===== config.mk =====
export PLATFORM = sky130hd
export DESIGN_NAME = blink_monitor
export DESIGN_NICKNAME = d
export VERILOG_FILES = /design/src/rtl/blink_pkg.sv /design/src/rtl/blink_sync.sv /design/src/rtl/blink_monitor.sv
export SDC_FILE = /design/constraint.sdc
export NUM_CORES = 1
export LEC_CHECK = 0
export CAP_MARGIN = 20
export CORE_ASPECT_RATIO = 1.4
export CORE_MARGIN = 2
export CORE_UTILIZATION = 45
export DETAILED_ROUTE_END_ITERATION = 10
export DONT_BUFFER_PORTS = 1
export HOLD_SLACK_MARGIN = 0.12
export SLEW_MARGIN = 25
export SYNTH_ARGS = -nofsm -noshare
export SYNTH_HDL_FRONTEND = slang
export SYNTH_SLANG_ARGS = --single-unit
export TNS_END_PERCENT = 50

===== constraint.sdc =====
create_clock -name clk -period 2.75 [get_ports clk]
set_input_delay 0.4125 -clock clk [delete_from_list [all_inputs] [get_ports clk]]
set_output_delay 0.4125 -clock clk [all_outputs]
set_load 0.02 [all_outputs]

===== src/rtl/blink_pkg.sv =====
// blink_pkg: state encoding and half-period bound helpers shared by the blinker and its monitor.
package blink_pkg;

    typedef enum logic [1:0] {SEEK, MEASURE, LOCKED, STUCK} state_t;

    localparam int CBITS_DEF  = 12;
    localparam int TOL_DEF    = 2;
    localparam int LOCK_N_DEF = 4;

    function automatic int half_of(input int cbits);
        return 1 << cbits;
    endfunction

    function automatic int lo_of(input int cbits, input int tol);
        return half_of(cbits) - tol;
    endfunction

    function automatic int hi_of(input int cbits, input int tol);
        return half_of(cbits) + tol;
    endfunction

endpackage


===== src/rtl/blink_sync.sv =====
// blink_sync: three-flop synchroniser for an asynchronous line, with a transition strobe.
module blink_sync (
    input  logic clk,
    input  logic rst,
    input  logic d,
    output logic edge_det
);

    logic s1, s2, s3;

    always_ff @(posedge clk or posedge rst) begin
        if (rst) {s1, s2, s3} <= 3'b000;
        else     {s1, s2, s3} <= {d, s1, s2};
    end

    assign edge_det = s2 ^ s3;

endmodule


===== src/rtl/blink_monitor.sv =====
// blink_monitor: measures LED transition spacing and reports lock, errors and a stuck line.
module blink_monitor
    import blink_pkg::*;
#(
    parameter int CBITS  = CBITS_DEF,
    parameter int TOL    = TOL_DEF,
    parameter int LOCK_N = LOCK_N_DEF
) (
    input  logic           clk,
    input  logic           rst,
    input  logic           led_in,
    output logic           toggle,
    output logic           err,
    output logic           locked,
    output logic           stuck,
    output logic [CBITS:0] half_period
);

    localparam int MW = $clog2(LOCK_N + 1);
    localparam logic [CBITS:0] LO      = (CBITS + 1)'(lo_of(CBITS, TOL));
    localparam logic [CBITS:0] HI      = (CBITS + 1)'(hi_of(CBITS, TOL));
    localparam logic [CBITS:0] CNT_ONE = (CBITS + 1)'(1);
    localparam logic [MW-1:0]  MMAX    = MW'(LOCK_N);

    state_t         state;
    logic [CBITS:0] cnt;
    logic [MW-1:0]  match;
    logic [MW-1:0]  match_inc;
    logic           edge_det;
    logic           hit;

    blink_sync u_sync (
        .clk      (clk),
        .rst      (rst),
        .d        (led_in),
        .edge_det (edge_det)
    );

    assign hit       = (cnt >= LO) && (cnt <= HI);
    assign match_inc = (match == MMAX) ? MMAX : match + MW'(1);

    // cnt saturates at HI so an idle line in SEEK never wraps into a false match
    always_ff @(posedge clk or posedge rst) begin
        if (rst) begin
            state       <= SEEK;
            cnt         <= '0;
            match       <= '0;
            toggle      <= 1'b0;
            err         <= 1'b0;
            locked      <= 1'b0;
            stuck       <= 1'b0;
            half_period <= '0;
        end else begin
            toggle <= edge_det;
            err    <= 1'b0;
            cnt    <= edge_det ? CNT_ONE : (state == STUCK || cnt == HI) ? cnt : cnt + CNT_ONE;
            if (state == SEEK || state == STUCK) begin
                if (edge_det) begin
                    state  <= MEASURE;
                    match  <= '0;
                    locked <= 1'b0;
                    stuck  <= 1'b0;
                end
            end else if (edge_det) begin
                half_period <= cnt;
                if (hit) begin
                    match  <= match_inc;
                    state  <= (match_inc == MMAX) ? LOCKED : MEASURE;
                    locked <= (match_inc == MMAX);
                end else begin
                    err    <= 1'b1;
                    match  <= '0;
                    state  <= MEASURE;
                    locked <= 1'b0;
                end
            end else if (cnt == HI) begin
                state  <= STUCK;
                match  <= '0;
                locked <= 1'b0;
                stuck  <= 1'b1;
            end
        end
    end

endmodule


==> run metrics, run 1 <==
outcome=completed; register bit total from synthesis=38; clock network power share=38.6%; final slew viol count=0; top sig layer=met4; # hold bufs at CTS=0; Max Cap Viol=0; reg2reg end=state[0]$_DFFE_PP0P_; Core ar.=3885 sq um; via count=1,156; worst r2r src=u_sync.s2$_DFF_PP0_; EDFF count, synth=0; share of the synthesized area in the top cell type=53.07%; setup violators final=0; I/O Pins=20; total track usage=16.27%; Int Power=0.0008943 W; sequential-to-total area share from yosys stat=53.07%; leading area contributor after synthesis=dfrtp_1; part of the power in combinational logic=7.6%; pwr dens=616.6 nW/um^2; R2R Setup Slk=670 ps; initial DRC count=18; Worst-Skew Late Latency=290 ps; post-cts gate resize count=0; Worst Setup SP=u_sync.s2$_DFF_PP0_; worst slew pin tran=460.0 ps; H-tree depth=2; Worst setup EP type=register; Post-Syn Area=1792 sq um; syn_area_per_cell=11.87 sq um; Bufs on Longest Clock Path=2; sequential share of power=53.9%; Antenna Nets Post-Route=0; RSZ-0062 raised after global routing=false; synth warn=0; Die Height=78.66 um; Reg clk slew, reported paths=70 ps; fin nets=162; routed wl met2=1769 um; ys flop type=dfrtp_1; first-pass GRT wire length=5616 um; Syn-to-layout area delta=8.031%; DR WL met3=95 um; die area=4510 sq um; 1st-pass router iterations=4; Post-Syn Nets=159; Setup crit start kind=register; clock sinks=38; total CTS buffers=5; largest net degree at the start of global routing=39; clk root buf=clkbuf_8; Peak supply drop=372.0 uV; CP Class=reg2reg; vias in the first global route=1,169; Synth cell types=43; initial antenna violation count=0; ys async rst share=100.0%; Worst EP required=2930 ps; sw frac=25.07%; input/output buffers=0; relative slew slack=69.33%; worst r2r path cells=5; num rows=27; detailed placement HPWL=2284 um; Congestion Overflow GR=0; DR DRC count=0; die width=57.33 um; Initial Utilization=46.12%; Tcrit/Tclk final=75.69%; setup bufs post-CTS=0; Worst Hold Class=in2async; cells after synthesis=151; final count of hold timing violations=0; fmax=480.4 MHz; routed len/inst=16.46 um; P_sw=0.0002992 W; Layout Skew=6.999 ps; WL final=3259 um; share of post-route cells with drive strength above 1=20.00%; Tmin final=2081 ps; TNS Setup=0 ps; WP data arrival=2260 ps; most area-consuming cells after synthesis=dfrtp_1, mux2_2, ha_1; diode count=0; Max Fanout on Critical Path=17; placed inst area=1826 sq um; CTS tree=built; Static Leak=0.8456 nW; final instance area=1936 sq um; gp weighted congestion=0.7771; WL met1=1331 um; vias per inst=5.838
-- worst max-delay path by stage --
stage / end / slack, ps
after floorplan: match[0]$_DFFE_PP0P_ / 910
after global placement: state[0]$_DFFE_PP0P_ / 730
after detailed placement: state[1]$_DFFE_PP0P_ / 630
after CTS: state[0]$_DFFE_PP0P_ / 620
after global routing: state[0]$_DFFE_PP0P_ / 520
final: state[0]$_DFFE_PP0P_ / 670
-- placed cells by master, fill, tap and decap left out, types with 3 or more instances in the layout --
cell type,synthesis,routed
dfrtp_1,38,38
mux2_2,12,12
nor2_1,11,11
nand3_1,6,6
nand4_1,6,6
o21ai_0,6,6
xor2_1,5,5
nand2_1,5,5
ha_1,5,5
clkbuf_8,0,5
xnor2_1,4,4
a21oi_1,4,4
inv_1,4,4
nor3_1,3,3
-- worst max-delay path, cell delays in order, from the launching register on --
cell and delay (ps):
dfrtp_1 410, xnor2_2 210, inv_2 280, nand2_2 300, or4b_1 590, o22a_1 180
-- synth_stat cells, drive strengths merged, types with 2 or more instances --
library cell	n
o21ai	8
and4b	2
inv	5
and2	2
or4	2
a21oi	5
nand3	6
or4b	3
clkbuf	3
xnor2	5
nand2	7
or3	3
buf	2
o22ai	2
nor2b	2
nor2	11
mux2	12
dfrtp	38
nand4	6
nor3	3
o31ai	2
xor2	5
ha	5
-- logic make-up after synthesis --
family	count (synthesis)	synth area share, %
and+or+nand+nor	54	19.34
buffers and inverters	10	2.583
xor gates and xnor gates	10	5.307
AOI/OAI and AO/OA	22	8.660
muxes	12	7.542
adders and majority gates	5	3.492
DFF	38	53.07
-- power by group through the flow --
stage          Combinational, W  Sequential (W)  Clock, W
5_1_grt                0.000104        0.000648  0.000494
3_3_place_gp          0.0000883        0.000652         0
4_1_cts               0.0000928        0.000644  0.000474
6_report              0.0000902        0.000643  0.000461
3_5_place_dp          0.0000921        0.000655         0
2_1_floorplan         0.0000812        0.000640         0
-- layer usage --
layer | vias up | GRT usage (%)
met3 | 7 | 4.119
met5 | - | 0
met2 | 14 | 27.24
met4 | 0 | 7.442
li1 | 550 | -
met1 | 585 | 19.35
-- cell type report --
class,instances,area [sq um]
Clock buffer,6,72.57
Clock inverter,2,37.54
Fill cell,358,1949
Inverter,5,18.77
Multi-Input combinational cell,103,794.5
Sequential cell,38,950.9
Tap cell,43,53.80
Timing Repair Buffer,1,7.507
-- registers in the layout, indices dropped and copies added (netlist names) --
name / count
stuck: 1
match: 3
cnt: 13
u_sync.s3: 1
locked: 1
state: 2
u_sync.s1: 1
toggle: 1
u_sync.s2: 1
err: 1
half_period: 13
-- metrics by stage --
| stage | setup WS, ps | util (%) | power [W] | cells | hold WS, ps |
|---|---|---|---|---|---|
| after detailed placement | 627.5 | 46.99 | 0.0007466 | 190 | 339.5 |
| final | 668.6 | 49.82 | 0.001193 | 198 | 112.0 |
| after floorplan | 910.4 | - | 0.0007215 | 151 | 331.2 |
| after CTS | 618.8 | 49.82 | 0.001210 | 198 | 126.2 |
| after global placement | 733.4 | 46.99 | 0.0007406 | 190 | 337.8 |
| after global routing | 517.0 | 49.82 | 0.001246 | 198 | 134.3 |
No activity file was read; power rests on OpenSTA's default activity.
==> run 2, diff against run 1 <==
Clock period 2.75 ns to 1.8 ns, I/O delays scaled along.
==> run 2 against run 1 <==
Against the previous run:
- the flow now finishes with violations (setup timing)
- clock skew is 3.1 ps lower
- critical endpoint unchanged
- combinational power is 140% higher
- largest cell class unchanged
- non-clock buffer count is 24 higher
- highest routed layer unchanged
- global-route usage is 1.8 points higher
- largest power group unchanged
==> run metrics, run 2 (synthesized netlist as in run 1, its figures left out) <==
R2R Setup Slk=-2 ps (-670 ps); fmax=554.8 MHz (+15%); fin nets=186 (+15%); max incr delay on CP=580 ps (about the same); part of the power in combinational logic=11.6% (+4.0 points); Hold WS=351.4 ps (+239.4 ps); Core ar.=3885 sq um (unchanged); initial antenna violation count=0 (unchanged); Tmin final=1802 ps (-278.9 ps); worst r2r src=cnt[9]$_DFFE_PP0P_; DR DRC count=0 (unchanged); Int Power=0.001396 W (+56%); largest net degree at the start of global routing=39 (unchanged); Setup crit start kind=register; final count of hold timing violations=0 (unchanged); total track usage=18.05% (+1.8 points); H-tree depth=2 (unchanged); most frequent CP cell=or4_4; die area=4510 sq um (unchanged); gp weighted congestion=0.8495 (+9.3%); total CTS buffers=5 (unchanged); Tcrit/Tclk final=100.1% (+24 points); WL final=3781 um (+16%); WP data arrival=2020 ps (-240 ps); input/output buffers=0 (unchanged); detailed placement HPWL=2581 um (+13%); clk root buf=clkbuf_8; Worst-Skew Late Latency=280 ps (about the same); Worst Hold Class=reg2reg; 1st-pass router iterations=4 (unchanged); final slew viol count=0 (unchanged); Max Cap Viol=0 (unchanged); outcome=finished, violations left; worst slew pin tran=495.7 ps (+35.68 ps); Static Leak=0.9792 nW (+16%); Worst EP required=2020 ps (-910 ps); Antenna Nets Post-Route=0 (unchanged); setup violators final=1 (+1); Worst setup EP type=register; fin cells=222 (+12%); via count=1,268 (+9.7%); worst r2r path cells=4 (-1); Congestion Overflow GR=0 (unchanged); first-pass GRT wire length=6348 um (+13%); cell at the slowest stage of the critical path=or4_4; commonest non-fill, non-tap cell in the layout=dfrtp_1; share of post-route cells with drive strength above 1=32.40% (+12 points); initial DRC count=38 (+20); reg2reg end=state[0]$_DFFE_PP0P_; placed cells=208 (+9.5%); num rows=27 (unchanged); setup ws final=-2.490 ps (-671.1 ps); RSZ-0062 raised after global routing=true; clock network power share=37.4% (-1.2 points); I/O Pins=20 (unchanged); vias in the first global route=1,330 (+14%); CP Class=reg2reg; commonest cells after routing, fill and taps aside=dfrtp_1, buf_4, mux2_2; Reg clk slew, reported paths=70 ps (about the same); routed len/inst=17.03 um (+3.5%); Peak supply drop=684.3 uV (+84%); sw frac=25.51% (+0.44 points); Syn-to-layout area delta=19.97%; final instance area=2150 sq um (+11%); placed inst area=1961 sq um (+7.4%); Max Fanout on Critical Path=3 (-14); CP Cell Sequence=or4_4 -> or4_4 -> nand2_4 -> o22a_1; Top Registers=cnt (13), half_period (13), match (3); critical path endpoint=state[0]$_DFFE_PP0P_; pwr dens=871.9 nW/um^2 (+41%); Die Height=78.66 um (unchanged); sequential share of power=51.0% (-2.9 points); Bufs on Longest Clock Path=2 (unchanged); Worst Setup SP=cnt[9]$_DFFE_PP0P_; vias per inst=5.712 (-2.2%); diode count=0 (unchanged); failing checks=setup timing; Initial Utilization=46.12% (unchanged); CTS tree=built; clock sinks=38 (unchanged); Layout Skew=3.892 ps (-3.107 ps); die width=57.33 um (unchanged); relative slew slack=66.95% (-2.4 points); Design Power=0.001874 W (+57%); P_sw=0.0004781 W (+60%)
## run 2: cell count changes in the layout (fill, tap and decap cells not counted), moves of 2 or more
cell           delta
nand3_2           +2
nand3_1           -2
dlygate4sd3_1     +2
clkinv_2          +2
buf_4            +22
## run 2: power by group through the flow
| stage | clock network (W) | logic, W | registers [W] |
|---|---|---|---|
| finish | 0.000701 | 0.000218 | 0.000955 |
| global route | 0.000750 | 0.000243 | 0.000963 |
| CTS | 0.000718 | 0.000210 | 0.000956 |
| detailed placement | 0 | 0.000203 | 0.000973 |
| global placement | 0 | 0.000199 | 0.000972 |
| floorplan | 0 | 0.000124 | 0.000978 |
## run 2: layout make-up
cell class	count	area, sq um
multi-input combinational	103	824.5
inverter	5	18.77
clock buffer	5	68.82
sequential	38	950.9
clock inverter	3	40.04
fill	348	1735
timing repair buffer	25	192.7
tap	43	53.80
## run 2: layer usage
metal / global-route usage (%) / vias up / share of wire [%]
li1: - / 594 / -
met2: 31.26 / 24 / 54
met1: 21.29 / 639 / 41
met5: 0 / - / 0
met3: 4.283 / 11 / 2.7
met4: 6.977 / 0 / 2.5
## run 2: metrics by stage
| stage | utilization (%) | setup TNS (ps) | setup slack, ps |
|---|---|---|---|
| final | 55.33 | -2.490 | -2.490 |
| after global routing | 55.33 | -246.1 | -78.98 |
| after CTS | 54.17 | 0 | 0.8222 |
| after detailed placement | 50.47 | 0 | 23.11 |
| after global placement | 50.47 | 0 | 42.71 |
| after floorplan | - | 0 | 2.283 |
## run 2: critical path, delay by kind of cell, from the launching register on
kind,cells,cell delay (ps)
AOI/OAI and AO/OA,1,140
and+or+nand+nor,3,1210
DFF,1,390
## run 2: timing repair
item,4_1_cts,5_1_grt
pin swaps,1,10
hold buffers,2,0
buffers inserted,2,2
setup endpoints to repair,1,9
endpoints found under the hold margin,39,0
resized for setup,0,7
## run 2: worst min path at each step
stage | cells after the start | from | to
after floorplan | 0 | led_in | u_sync.s1$_DFF_PP0_
after global placement | 2 | rst | half_period[9]$_DFFE_PP0P_
after detailed placement | 0 | led_in | u_sync.s1$_DFF_PP0_
after CTS | 0 | u_sync.s1$_DFF_PP0_ | u_sync.s2$_DFF_PP0_
after global routing | 0 | u_sync.s1$_DFF_PP0_ | u_sync.s2$_DFF_PP0_
final | 0 | u_sync.s1$_DFF_PP0_ | u_sync.s2$_DFF_PP0_
==> run 3, diff against run 2 <==
Settings changed: CAP_MARGIN 20 to 25.
==> results of run 3 <==
Same layout as run 2: the final DEF is identical, and so are final timing and power.
